`src/rtl/usb4_lvl_pkg.sv`:
```
// Package: usb4_lvl_pkg
// Shared definitions for the receive-side level restorer. Provides the
// per-channel FSM state type and the channel index map. Channel bits are
// ordered {t_valid, trans_error, s_write, s_read} in every 4-bit vector.
package usb4_lvl_pkg;

  typedef enum logic {
    IDLE = 1'b0,
    HELD = 1'b1
  } lvl_state_t;

  localparam int NUM_CH   = 4;
  localparam int CH_READ  = 0;
  localparam int CH_WRITE = 1;
  localparam int CH_ERR   = 2;
  localparam int CH_VALID = 3;

endpackage

```
`src/rtl/lvl_hold.sv`:
```
// Module: lvl_hold
// Handles one channel. It turns a single-cycle event pulse into a level
// that stays held until a one-cycle ack arrives. It also keeps a sticky
// overrun bit and a saturating count of accepted pulses.
// Optional feature macro: LVL_TIMEOUT_EN. When it is defined, a held level
// clears itself after TIMEOUT cycles without ack and sets a sticky
// timeout_flag. When it is undefined, timeout_flag is tied to 0.
// Ports:
//   clk          in   single clock
//   reset_n      in   synchronous, active-low reset
//   pulse        in   event pulse
//   ack          in   consumer acknowledge pulse
//   level        out  held level (registered, one cycle after the pulse)
//   overrun      out  sticky: a pulse arrived while the level was already held
//   evt_cnt      out  pulses seen since reset, saturating
//   timeout_flag out  sticky auto-clear indicator
module lvl_hold
  import usb4_lvl_pkg::*;
#(
  parameter int CNT_W     = 4,
  parameter int TIMEOUT_W = 8,
  parameter int TIMEOUT   = 200
) (
  input  logic             clk,
  input  logic             reset_n,
  input  logic             pulse,
  input  logic             ack,
  output logic             level,
  output logic             overrun,
  output logic [CNT_W-1:0] evt_cnt,
  output logic             timeout_flag
);

  // The expiry value must fit in the counter, and at least one held cycle
  // is needed before expiry.
  if (TIMEOUT < 1 || TIMEOUT > (1 << TIMEOUT_W)) begin : g_bad_timeout
    $error("lvl_hold: TIMEOUT does not fit in TIMEOUT_W bits");
  end

  lvl_state_t state_q, state_d;
  logic       overrun_q, overrun_d;
  logic [CNT_W-1:0] cnt_q;

`ifdef LVL_TIMEOUT_EN
  logic [TIMEOUT_W-1:0] tcnt_q, tcnt_d;
  logic                 tflag_q, tflag_d;
  logic                 expire;

  assign expire = (tcnt_q == TIMEOUT_W'(TIMEOUT - 1));
`endif

  // A pulse in HELD always wins over ack, so a consumer acking an old event
  // cannot drop a freshly arrived one. An ack in IDLE is ignored.
  always_comb begin
    state_d   = state_q;
    overrun_d = overrun_q;
`ifdef LVL_TIMEOUT_EN
    tflag_d   = tflag_q;
    tcnt_d    = tcnt_q;
`endif
    unique case (state_q)
      IDLE: begin
        if (pulse) begin
          state_d = HELD;
`ifdef LVL_TIMEOUT_EN
          tflag_d = 1'b0;
          tcnt_d  = '0;
`endif
        end
      end
      HELD: begin
        if (pulse) begin
          overrun_d = !ack;
`ifdef LVL_TIMEOUT_EN
          tflag_d   = 1'b0;
          tcnt_d    = '0;
`endif
        end else if (ack) begin
          state_d   = IDLE;
          overrun_d = 1'b0;
`ifdef LVL_TIMEOUT_EN
          tflag_d   = 1'b0;
        end else if (expire) begin
          state_d = IDLE;
          tflag_d = 1'b1;
        end else begin
          tcnt_d = tcnt_q + 1'b1;
`endif
        end
      end
      default: state_d = IDLE;
    endcase
  end

  always_ff @(posedge clk) begin
    if (!reset_n) begin
      state_q   <= IDLE;
      overrun_q <= 1'b0;
    end else begin
      state_q   <= state_d;
      overrun_q <= overrun_d;
    end
  end

  // Every pulse counts, including the ones that raise overrun.
  always_ff @(posedge clk) begin
    if (!reset_n) begin
      cnt_q <= '0;
    end else if (pulse && (cnt_q != {CNT_W{1'b1}})) begin
      cnt_q <= cnt_q + 1'b1;
    end
  end

`ifdef LVL_TIMEOUT_EN
  always_ff @(posedge clk) begin
    if (!reset_n) begin
      tcnt_q  <= '0;
      tflag_q <= 1'b0;
    end else begin
      tcnt_q  <= tcnt_d;
      tflag_q <= tflag_d;
    end
  end

  assign timeout_flag = tflag_q;
`else
  assign timeout_flag = 1'b0;
`endif

  assign level   = (state_q == HELD);
  assign overrun = overrun_q;
  assign evt_cnt = cnt_q;

endmodule

```
`src/rtl/level_restorer.sv`:
```
// Module: level_restorer
// This module sits on the receive side. It turns single-cycle event pulses
// back into held level flags for slower consumers that sample levels. Each
// of the four channels is an independent lvl_hold instance.
// Optional feature macro: LVL_TIMEOUT_EN (hold timeout with auto-clear).
// Ports:
//   clk, reset_n         clock and synchronous active-low reset
//   s_read_pul .. t_valid_pul   event pulses in
//   ack[3:0]             per-channel ack {t_valid,trans_error,s_write,s_read}
//   s_read .. t_valid    held levels out
//   overrun[3:0]         sticky per-channel overrun
//   evt_cnt[4*CNT_W-1:0] per-channel saturating pulse counters, channel i
//                        at [i*CNT_W +: CNT_W]
//   timeout_flag[3:0]    sticky per-channel auto-clear indicator
module level_restorer
  import usb4_lvl_pkg::*;
#(
  parameter int CNT_W     = 4,
  parameter int TIMEOUT_W = 8,
  parameter int TIMEOUT   = 200
) (
  input  logic                    clk,
  input  logic                    reset_n,
  input  logic                    s_read_pul,
  input  logic                    s_write_pul,
  input  logic                    trans_error_pul,
  input  logic                    t_valid_pul,
  input  logic [NUM_CH-1:0]       ack,
  output logic                    s_read,
  output logic                    s_write,
  output logic                    trans_error,
  output logic                    t_valid,
  output logic [NUM_CH-1:0]       overrun,
  output logic [NUM_CH*CNT_W-1:0] evt_cnt,
  output logic [NUM_CH-1:0]       timeout_flag
);

  logic [NUM_CH-1:0] pul_vec;
  logic [NUM_CH-1:0] lvl_vec;

  always_comb begin
    pul_vec           = '0;
    pul_vec[CH_READ]  = s_read_pul;
    pul_vec[CH_WRITE] = s_write_pul;
    pul_vec[CH_ERR]   = trans_error_pul;
    pul_vec[CH_VALID] = t_valid_pul;
  end

  for (genvar i = 0; i < NUM_CH; i++) begin : g_ch
    lvl_hold #(
      .CNT_W     (CNT_W),
      .TIMEOUT_W (TIMEOUT_W),
      .TIMEOUT   (TIMEOUT)
    ) u_hold (
      .clk          (clk),
      .reset_n      (reset_n),
      .pulse        (pul_vec[i]),
      .ack          (ack[i]),
      .level        (lvl_vec[i]),
      .overrun      (overrun[i]),
      .evt_cnt      (evt_cnt[i*CNT_W +: CNT_W]),
      .timeout_flag (timeout_flag[i])
    );
  end

  assign s_read      = lvl_vec[CH_READ];
  assign s_write     = lvl_vec[CH_WRITE];
  assign trans_error = lvl_vec[CH_ERR];
  assign t_valid     = lvl_vec[CH_VALID];

endmodule

```
`config.mk`:
```
export PLATFORM = sky130hd
export DESIGN_NAME = level_restorer
export DESIGN_NICKNAME = d
export VERILOG_FILES = /design/src/rtl/usb4_lvl_pkg.sv /design/src/rtl/lvl_hold.sv /design/src/rtl/level_restorer.sv
export SDC_FILE = /design/constraint.sdc
export NUM_CORES = 1
export LEC_CHECK = 0
export ABC_CLOCK_PERIOD_IN_PS = 1000
export CELL_PAD_IN_SITES_DETAIL_PLACEMENT = 1
export CELL_PAD_IN_SITES_GLOBAL_PLACEMENT = 2
export CORE_MARGIN = 2
export CORE_UTILIZATION = 23
export DETAILED_ROUTE_END_ITERATION = 6
export GPL_TIMING_DRIVEN = 0
export PLACE_DENSITY = 0.73
export REMOVE_ABC_BUFFERS = 1
export SLEW_MARGIN = 20
export SYNTH_ARGS = -nofsm -noshare
export SYNTH_HDL_FRONTEND = slang
export SYNTH_SLANG_ARGS = --single-unit
```
`constraint.sdc`:
```
create_clock -name clk -period 1 [get_ports clk]
set_input_delay 0.2 -clock clk [delete_from_list [all_inputs] [get_ports clk]]
set_output_delay 0.2 -clock clk [all_outputs]
set_load 0.02 [all_outputs]
```
**After elaboration in Yosys (flattened, before gate mapping)**

Index checks and enable logic that the tools add are counted.
Widths: inputs -> output; s select.

- Flip-flop bits (word level): 24
- Output and inout port bits: 28
- Word-level logic and storage cells: 64

- Add/sub/neg operators: 4
- Equality and inequality tests: 4
- Mux-type cells: 24
- Bitwise operators: 4
- Reduce and logical (&&, ||, !) cells: 16

Operators with widths:

| cell | number |
|---|---|
| $mux 1 | 20 |
| $add 4x1->4 const B | 4 |
| $ne 4x4->1 const B | 4 |
| $pmux 1 s2 | 4 |
| $reduce_and 2->1 | 4 |
| $reduce_bool 2->1 | 4 |
| $logic_and 1x1->1 | 4 |
| $logic_not 1->1 | 4 |
| $not 1->1 | 4 |

**Logic depth before layout (Yosys ltp)**

Gate-level depths: netlist of the first run.

- Depth in word-level cells: 3
- Mapped depth: 4

**Modules after synthesis**

A second synthesis of the first run with hierarchy kept.

- Cell total of the unflattened synthesis: 120
- Area total of the unflattened synthesis: 1046.0 µm²

Modules (own cells, without submodules):

| module | times used | cells each | area an instance (µm²) |
|---|---|---|---|
| lvl_hold | 4 | 30 | 261.5 |

**Worst setup path after synthesis of the first run**

OpenSTA, ideal clock, no wires.

- Path type: register -> register
- From: register g_ch[1].u_hold.cnt_q[0]
- To: register g_ch[1].u_hold.cnt_q[0]
- Arrival time: 1127 ps
- Required time: 928 ps
- Setup slack: -199 ps
- Cell stages (with the launch flop): 5
- Path buffers: 0
- Cells stage by stage: dfxtp_1 > ha_1 > and3_1 > nand2b_4 > mux2i_1

- Word-level cells in the longest chain between the ends: 2
- Elaborated cells on any way between the ends: 3

Ends and longest elaborated chain:

| element | RTL line | RTL |
|---|---|---|
| start, declared | lvl_hold.sv:42 | `logic [CNT_W-1:0] cnt_q;` |
| start signal, assigned | lvl_hold.sv:110 | `cnt_q <= cnt_q + 1'b1;` |
| parallel branches: the longest is 2 deep, another holds $add 4x1->4 | n/a |  |

Several ways; the timed one is not identified.
A chain may end at the register's enable or synchronous reset.

**Final worst setup path of the first run**

- From: register g_ch[3].u_hold.cnt_q[0]
- To: register g_ch[3].u_hold.cnt_q[1]

- Word-level cells in the longest chain between the ends: 2
- Elaborated cells on any way between the ends: 3

Ends and longest elaborated chain:

| element | RTL line |
|---|---|
| start, declared | lvl_hold.sv:42 |
| start signal, assigned | lvl_hold.sv:110 |
| parallel branches: the longest is 2 deep, another holds $add 4x1->4 | n/a |

Several ways; the timed one is not identified.

==> run_summary.xml, run 1 <==
<?xml version="1.0" encoding="UTF-8"?>
<metrics>
  <group name="cts">
    <metric name="cts_tree" unit="">done</metric>
    <metric name="cts.hold.buffers_added" unit="">0</metric>
    <metric name="htree_levels" unit="">1</metric>
    <metric name="cts_inserted_buffers" unit="">3</metric>
    <metric name="clk_path_buf_depth" unit="">2</metric>
    <metric name="clkTransAtPathRegs" unit="ns">0.09</metric>
    <metric name="clockRootBuffer" unit="">sky130_fd_sc_hd__clkbuf_8</metric>
    <metric name="clock_latency" unit="ns">0.27</metric>
    <metric name="cts.sink_count" unit="">24</metric>
  </group>
  <group name="synthesis">
    <metric name="netlist_instances" unit="">118</metric>
    <metric name="synthesis_stage_register_bit_count" unit="">24</metric>
    <metric name="synthDistinctLibCells" unit="">21</metric>
    <metric name="synthesis.area_per_instance" unit="um^2">9.37</metric>
    <metric name="yosys_warnings" unit="">0</metric>
    <metric name="synth_area" unit="um^2">1110</metric>
    <metric name="yosysSeqAreaShare" unit="">0.434</metric>
  </group>
  <group name="grt">
    <metric name="grt_usage" unit="">0.110</metric>
    <metric name="grt_max_degree" unit="">21</metric>
    <metric name="antenna_found_initial" unit="">0</metric>
    <metric name="vias_in_the_first_global_route" unit="">1035</metric>
    <metric name="residual_overflow_from_global_routing" unit="">0</metric>
    <metric name="grt_first_pass_wirelength" unit="um">4620</metric>
  </group>
  <group name="floorplanning">
    <metric name="die_w" unit="um">73.3</metric>
    <metric name="number_of_rows_in_the_core_area" unit="">25</metric>
    <metric name="fp.dieArea" unit="um^2">5380</metric>
    <metric name="dieHeight" unit="um">73.3</metric>
    <metric name="initial_utilization" unit="">0.236</metric>
    <metric name="floorplan.core_area" unit="um^2">4690</metric>
    <metric name="boundaryPins" unit="">38</metric>
  </group>
  <group name="status">
    <metric name="violations_in_the_final_reports" unit="">setup timing</metric>
    <metric name="run_status" unit="">finished, violations left</metric>
  </group>
  <group name="power">
    <metric name="vdd_drop_max" unit="mV">0.501</metric>
    <metric name="power_leakage" unit="nW">0.774</metric>
    <metric name="pwr_density_cell" unit="nW/um^2">1300</metric>
  </group>
  <group name="layout">
    <metric name="layout_commonest_cell" unit="">sky130_fd_sc_hd__buf_4</metric>
    <metric name="final_cells" unit="">219</metric>
    <metric name="final_cell_mix" unit="">sky130_fd_sc_hd__buf_4, sky130_fd_sc_hd__dfxtp_4, sky130_fd_sc_hd__buf_6</metric>
    <metric name="post-route-cell-area" unit="um^2">1810</metric>
    <metric name="finalNetCount" unit="">180</metric>
    <metric name="antenna_cells" unit="">0</metric>
    <metric name="finalCoreUtilization" unit="">0.386</metric>
    <metric name="layout_cells_sized_above_1" unit="">0.539</metric>
    <metric name="areaGrowthSynthToFinish" unit="%">63.9</metric>
  </group>
  <group name="setup_path">
    <metric name="worst_ep_arrival_time" unit="ns">1.27</metric>
    <metric name="cp_max_fo" unit="">5</metric>
    <metric name="critPathLaunchType" unit="">register</metric>
    <metric name="worstSetupPathType" unit="">register to register</metric>
    <metric name="timing.critical_path.to_type" unit="">register</metric>
    <metric name="worstPathRequired" unit="ns">1.20</metric>
    <metric name="r2r_cells" unit="">4</metric>
  </group>
  <group name="placement">
    <metric name="io_buffers" unit="">33</metric>
    <metric name="placed_cell_area" unit="um^2">1440</metric>
    <metric name="dpl.cell_count" unit="">197</metric>
    <metric name="place_worst_setup_slack" unit="ns">-1.12</metric>
    <metric name="place.gp.congestion" unit="">0.672</metric>
    <metric name="post-dp-hpwl" unit="um">1920</metric>
  </group>
  <group name="timing">
    <metric name="setup_slack" unit="ns">-0.0741</metric>
    <metric name="finalHoldViolCount" unit="">0</metric>
    <metric name="clock-skew-final" unit="ns">0.00181</metric>
    <metric name="layout_worst_path_cycle_share" unit="">1.07</metric>
    <metric name="final_max_slew_viol_count" unit="">0</metric>
    <metric name="finalSetupViolCount" unit="">10</metric>
    <metric name="grt_setup_unrepaired" unit="">true</metric>
    <metric name="period_minus_slack" unit="ns">1.07</metric>
    <metric name="fmax" unit="MHz">931</metric>
    <metric name="whs" unit="ns">0.323</metric>
  </group>
  <group name="job">
    <metric name="max_cap_violations" unit="">0</metric>
  </group>
  <group name="worst_hold_path">
    <metric name="class_of_the_tightest_hold_or_removal_check" unit="">input pin to register</metric>
    <metric name="holdPathStages" unit="">3</metric>
  </group>
  <group name="routing">
    <metric name="vias" unit="">1037</metric>
    <metric name="wirelength" unit="um">2910</metric>
    <metric name="via_per_inst" unit="">4.74</metric>
    <metric name="number_of_design_rule_violations_left_by_the_first_detailed_router_iteration" unit="">13</metric>
    <metric name="drt_first_pass_iters" unit="">3</metric>
    <metric name="avgRoutedWirePerCell" unit="um">13.3</metric>
    <metric name="drc" unit="">0</metric>
    <metric name="drtAntennaViolNets" unit="">0</metric>
  </group>
</metrics>
kinds of logic after synthesis:
family / after synthesis / share of synthesized area
AOI/OAI and AO/OA: 23 / 0.129
and+or+nand+nor: 41 / 0.223
DFF: 24 / 0.434
other: 1 / 0.00339
muxes: 8 / 0.0724
buffers and inverters: 17 / 0.0928
adders and majority gates: 4 / 0.0453
what timing repair did:
item | 4_1_cts | 5_1_grt
pin swaps | 4 | 9
setup buffers | 10 | 8
cloned | 0 | 0
endpoints found under the setup margin | 48 | 39
gates resized for setup | 167 | 37
layer usage:
| metal | GRT usage | vias to the layer above | part of all wire |
|---|---|---|---|
| met1 | 0.132 | 502 | 0.43 |
| met4 | 0.0364 | 0 | 0.0093 |
| met5 | 0 | - | 0 |
| met3 | 0.0206 | 4 | 0.044 |
| li1 | - | 501 | - |
| met2 | 0.195 | 30 | 0.51 |
worst max-delay path: stages, from the launching register on:
cell and delay [ns]:
sky130_fd_sc_hd__dfxtp_4 0.39, sky130_fd_sc_hd__ha_4 0.14, sky130_fd_sc_hd__and3_4 0.17, sky130_fd_sc_hd__nand2b_4 0.13, sky130_fd_sc_hd__mux2i_1 0.18
where the power goes:
group          switching, mW  total (mW)  internal, mW
Clock                  0.326       0.861         0.535
Combinational          0.216       0.437         0.221
Sequential            0.0676        1.06         0.991
final cells by class:
cell class | count | area [um^2]
well taps | 54 | 67.6
fillers | 535 | 2880
clock inverters | 1 | 30.0
repair buffers | 51 | 467
multi-input cells | 80 | 631
clock buffers | 3 | 41.3
flip-flops and latches | 24 | 551
inverters | 6 | 26.3
cell usage after synthesis:
library cell                n  area [um^2]
sky130_fd_sc_hd__a21oi_1   12         60.1
sky130_fd_sc_hd__o31ai_1    3         22.5
sky130_fd_sc_hd__conb_1     1         3.75
sky130_fd_sc_hd__nand4_1    4         25.0
sky130_fd_sc_hd__o211ai_1   3         22.5
sky130_fd_sc_hd__buf_2      1         5.00
sky130_fd_sc_hd__buf_4     10         75.1
sky130_fd_sc_hd__inv_1      6         22.5
sky130_fd_sc_hd__nand3_1    1         5.00
sky130_fd_sc_hd__a211oi_1   5         37.5
sky130_fd_sc_hd__and3_1     3         18.8
sky130_fd_sc_hd__nand2b_4   3         41.3
sky130_fd_sc_hd__nor3_1     5         25.0
sky130_fd_sc_hd__mux2i_1    8         80.1
sky130_fd_sc_hd__and4b_2    2         22.5
sky130_fd_sc_hd__ha_1       4         50.1
sky130_fd_sc_hd__nand2b_1   4         25.0
sky130_fd_sc_hd__nor2_1     4         15.0
sky130_fd_sc_hd__dfxtp_1   24          480
sky130_fd_sc_hd__nand2_1   13         48.8
sky130_fd_sc_hd__and4b_1    2         20.0
final timing paths:
check	slack, ns	start	to
hold / removal	0.32	s_read_pul	g_ch[0].u_hold.level
setup reg to reg	-0.07	g_ch[3].u_hold.evt_cnt[0]	g_ch[3].u_hold.evt_cnt[1]
hold reg to reg	0.48	g_ch[3].u_hold.level	g_ch[3].u_hold.overrun
setup / recovery	-0.07	g_ch[3].u_hold.evt_cnt[0]	g_ch[3].u_hold.evt_cnt[1]
flip-flops by register name, indices dropped and copies added, names as in the netlist:
register,count
g_ch.u_hold.level,4
g_ch.u_hold.overrun,4
g_ch.u_hold.evt_cnt,16
metrics by stage:
step	TNS [ns]	power [mW]
3_3_place_gp	-22.36	1.43
2_1_floorplan	-2.20	1.25
5_1_grt	-1.19	2.49
4_1_cts	-0.715	2.37
3_5_place_dp	-24.94	1.46
6_report	-0.497	2.36
(Power assumes the default switching activity.)
==> run 2: changes to the inputs <==
--- a/config.mk
+++ b/config.mk
@@ -5,15 +5,17 @@
 export SDC_FILE = /design/constraint.sdc
 export NUM_CORES = 1
 export LEC_CHECK = 0
+export ABC_AREA = 1
 export ABC_CLOCK_PERIOD_IN_PS = 1000
 export CELL_PAD_IN_SITES_DETAIL_PLACEMENT = 1
 export CELL_PAD_IN_SITES_GLOBAL_PLACEMENT = 2
 export CORE_MARGIN = 2
-export CORE_UTILIZATION = 23
+export CORE_UTILIZATION = 21
 export DETAILED_ROUTE_END_ITERATION = 6
 export GPL_TIMING_DRIVEN = 0
-export PLACE_DENSITY = 0.73
+export PLACE_DENSITY = 0.72
 export REMOVE_ABC_BUFFERS = 1
+export SETUP_SLACK_MARGIN = 0.5
 export SLEW_MARGIN = 20
 export SYNTH_ARGS = -nofsm -noshare
 export SYNTH_HDL_FRONTEND = slang
==> run_summary.xml, run 2 <==
<?xml version="1.0" encoding="UTF-8"?>
<metrics>
  <group name="timing">
    <metric name="clock-skew-final" unit="ns">0.00366</metric>
    <metric name="layout_worst_path_cycle_share" unit="">1.04</metric>
    <metric name="finalSetupViolCount" unit="">5</metric>
    <metric name="period_minus_slack" unit="ns">1.04</metric>
    <metric name="finalHoldViolCount" unit="">0</metric>
    <metric name="grt_setup_unrepaired" unit="">true</metric>
    <metric name="final_max_slew_viol_count" unit="">0</metric>
    <metric name="fmax" unit="MHz">963</metric>
    <metric name="setup_slack" unit="ns">-0.0385</metric>
  </group>
  <group name="routing">
    <metric name="number_of_design_rule_violations_left_by_the_first_detailed_router_iteration" unit="">10</metric>
    <metric name="wirelength" unit="um">3640</metric>
    <metric name="drc" unit="">0</metric>
    <metric name="avgRoutedWirePerCell" unit="um">12.5</metric>
    <metric name="vias" unit="">1238</metric>
    <metric name="drtAntennaViolNets" unit="">0</metric>
    <metric name="drt_first_pass_iters" unit="">3</metric>
    <metric name="via_per_inst" unit="">4.25</metric>
  </group>
  <group name="setup_path">
    <metric name="worst_ep_arrival_time" unit="ns">1.20</metric>
    <metric name="critPathLaunchType" unit="">register</metric>
    <metric name="worstPathRequired" unit="ns">1.17</metric>
    <metric name="cp_max_fo" unit="">5</metric>
    <metric name="worstSetupPathType" unit="">register to register</metric>
    <metric name="timing.critical_path.to_type" unit="">register</metric>
  </group>
  <group name="cts">
    <metric name="clkTransAtPathRegs" unit="ns">0.09</metric>
    <metric name="clockRootBuffer" unit="">sky130_fd_sc_hd__clkbuf_8</metric>
    <metric name="htree_levels" unit="">1</metric>
    <metric name="cts.hold.buffers_added" unit="">0</metric>
    <metric name="clock_latency" unit="ns">0.26</metric>
    <metric name="cts_inserted_buffers" unit="">3</metric>
    <metric name="clk_path_buf_depth" unit="">2</metric>
    <metric name="cts_tree" unit="">done</metric>
    <metric name="cts.sink_count" unit="">24</metric>
  </group>
  <group name="synthesis">
    <metric name="yosysSeqAreaShare" unit="">0.428</metric>
    <metric name="ys_top_cells_by_count" unit="">sky130_fd_sc_hd__nor2_1, sky130_fd_sc_hd__dfxtp_1, sky130_fd_sc_hd__nand2_1, sky130_fd_sc_hd__inv_1, sky130_fd_sc_hd__a21oi_1</metric>
    <metric name="most_numerous_cell_in_the_yosys_netlist" unit="">sky130_fd_sc_hd__nor2_1</metric>
    <metric name="synthesis.area_per_instance" unit="um^2">7.30</metric>
    <metric name="synthesis_stage_register_bit_count" unit="">24</metric>
    <metric name="yosysTopAreaCell" unit="">sky130_fd_sc_hd__dfxtp_1</metric>
    <metric name="synth_edf_count" unit="">0</metric>
    <metric name="mux_share_of_post_synthesis_cell_area" unit="">0</metric>
    <metric name="synth_area" unit="um^2">1120</metric>
    <metric name="post_synth_xor_area_fraction" unit="">0.00780</metric>
    <metric name="netlist_instances" unit="">154</metric>
    <metric name="synth_largest_type_area_fraction" unit="">0.428</metric>
    <metric name="synth_compound_area_frac" unit="">0.0980</metric>
    <metric name="yosys_warnings" unit="">0</metric>
    <metric name="ys_dominant_reg_cell" unit="">sky130_fd_sc_hd__dfxtp_1</metric>
    <metric name="synth_simple_gate_area_frac" unit="">0.296</metric>
    <metric name="synth_fa_ha_area_frac" unit="">0.0445</metric>
    <metric name="post_synth_arst_share" unit="">0</metric>
    <metric name="synth_top_family_by_area" unit="">simple AND/OR/NAND/NOR gates</metric>
    <metric name="post_synth_main_area_contributors" unit="">sky130_fd_sc_hd__dfxtp_1, sky130_fd_sc_hd__nor2_1, sky130_fd_sc_hd__nand2_1</metric>
    <metric name="synthDistinctLibCells" unit="">19</metric>
  </group>
  <group name="power">
    <metric name="comb_power_share" unit="">0.252</metric>
    <metric name="vdd_drop_max" unit="mV">0.548</metric>
    <metric name="internal_power" unit="mW">1.65</metric>
    <metric name="p_switching" unit="mW">0.671</metric>
    <metric name="pwr_density_cell" unit="nW/um^2">1080</metric>
    <metric name="power_leakage" unit="nW">0.901</metric>
    <metric name="reg_power_frac" unit="">0.460</metric>
    <metric name="power_frac_clock" unit="">0.288</metric>
    <metric name="power_switching_share" unit="">0.289</metric>
  </group>
  <group name="floorplanning">
    <metric name="dieHeight" unit="um">77.1</metric>
    <metric name="boundaryPins" unit="">38</metric>
    <metric name="die_w" unit="um">77.1</metric>
    <metric name="initial_utilization" unit="">0.219</metric>
    <metric name="fp.dieArea" unit="um^2">5950</metric>
    <metric name="floorplan.core_area" unit="um^2">5140</metric>
    <metric name="number_of_rows_in_the_core_area" unit="">26</metric>
  </group>
  <group name="placement">
    <metric name="io_buffers" unit="">33</metric>
    <metric name="place_worst_setup_slack" unit="ns">-0.901</metric>
    <metric name="dpl.cell_count" unit="">250</metric>
    <metric name="place.gp.congestion" unit="">0.781</metric>
    <metric name="post-dp-hpwl" unit="um">2150</metric>
  </group>
  <group name="worst_hold_path">
    <metric name="class_of_the_tightest_hold_or_removal_check" unit="">input pin to register</metric>
  </group>
  <group name="layout">
    <metric name="layout_commonest_cell" unit="">sky130_fd_sc_hd__buf_6</metric>
    <metric name="finalNetCount" unit="">236</metric>
    <metric name="final_cell_mix" unit="">sky130_fd_sc_hd__buf_6, sky130_fd_sc_hd__nor2_1, sky130_fd_sc_hd__buf_4</metric>
    <metric name="antenna_cells" unit="">0</metric>
    <metric name="areaGrowthSynthToFinish" unit="%">90.3</metric>
    <metric name="largest_register_ff_count" unit="">16</metric>
    <metric name="layout_cells_sized_above_1" unit="">0.602</metric>
    <metric name="final_cells" unit="">291</metric>
    <metric name="finalCoreUtilization" unit="">0.416</metric>
  </group>
  <group name="status">
    <metric name="run_status" unit="">finished, violations left</metric>
    <metric name="violations_in_the_final_reports" unit="">setup timing</metric>
  </group>
  <group name="grt">
    <metric name="grt_usage" unit="">0.120</metric>
    <metric name="residual_overflow_from_global_routing" unit="">0</metric>
    <metric name="antenna_found_initial" unit="">0</metric>
    <metric name="grt_max_degree" unit="">15</metric>
    <metric name="vias_in_the_first_global_route" unit="">1290</metric>
    <metric name="grt_first_pass_wirelength" unit="um">5730</metric>
  </group>
  <group name="job">
    <metric name="max_cap_violations" unit="">0</metric>
  </group>
</metrics>
run 2: cell types whose count changed after synthesis, moves of 3 or more:
cell / change
sky130_fd_sc_hd__nand2_1: +11
sky130_fd_sc_hd__inv_1: +7
sky130_fd_sc_hd__nor2_1: +36
sky130_fd_sc_hd__nand3_1: +6
sky130_fd_sc_hd__nor3_1: -3
sky130_fd_sc_hd__o31ai_1: -3
sky130_fd_sc_hd__o21ai_0: +5
sky130_fd_sc_hd__nand2b_1: -4
sky130_fd_sc_hd__nand2b_4: -3
sky130_fd_sc_hd__o211ai_1: -3
sky130_fd_sc_hd__and3_1: -3
sky130_fd_sc_hd__mux2i_1: -8
run 2: layer usage:
metal	global-route usage	share of wire
met3	0.0271	0.035
met2	0.245	0.59
met5	0	0
met1	0.116	0.37
met4	0.0357	0.0063
run 2: path summary, 6_finish.rpt:
path	slack, ns	end	from	depth (start not counted)
max	-0.04	g_ch[0].u_hold.evt_cnt[1]	g_ch[0].u_hold.evt_cnt[0]	5
min	0.21	g_ch[3].u_hold.evt_cnt[0]	reset_n	3
max reg2reg	-0.04	g_ch[0].u_hold.evt_cnt[1]	g_ch[0].u_hold.evt_cnt[0]	5
min reg2reg	0.51	g_ch[1].u_hold.evt_cnt[3]	g_ch[1].u_hold.evt_cnt[3]	2
run 2: cell families (layout without fill, tap and decap cells):
family	after synthesis	in the layout
simple gates	80	80
fa+ha+maj	4	4
buf+inv	24	88
compound gates	20	20
other cells	1	4
xor+xnor	1	1
flops	24	24
run 2: per-stage QoR:
stage,setup TNS [ns],power [mW],hold slack (ns),cell area (um^2)
finish,-0.138,2.32,0.207,2140
global route,-1.02,2.46,0.211,2140
CTS,-0.116,2.28,0.197,1940
detailed placement,-18.54,1.45,0.486,1470
global placement,-16.81,1.44,0.475,1470
floorplan,-2.93,1.26,0.296,1050
run 2: layout make-up:
cell class / instances / area [um^2]
fillers: 627 / 3000
flip-flops and latches: 24 / 543
multi-input cells: 109 / 732
inverters: 14 / 63.8
well taps: 70 / 87.6
repair buffers: 70 / 657
clock buffers: 4 / 55.1
run 2: what timing repair did:
action,CTS,global route
pin swaps,16,23
endpoints found under the setup margin,48,48
setup buffers,29,8
resized for setup,226,36
run 2: critical path, cell delays in order (launching register included):
cell and delay (ns):
sky130_fd_sc_hd__dfxtp_4 0.38, sky130_fd_sc_hd__ha_4 0.18, sky130_fd_sc_hd__nand3_4 0.09, sky130_fd_sc_hd__nand2_4 0.07, sky130_fd_sc_hd__o21ai_0 0.17, sky130_fd_sc_hd__nor2_1 0.05
run 2: power by group through the flow:
stage                     clock [mW]  combinational (mW)  sequential (mW)
after floorplan                    0               0.121             1.14
after global placement             0               0.352             1.09
after detailed placement           0               0.364             1.09
after CTS                      0.712               0.501             1.07
after global routing           0.746               0.636             1.08
final                          0.668               0.584             1.07
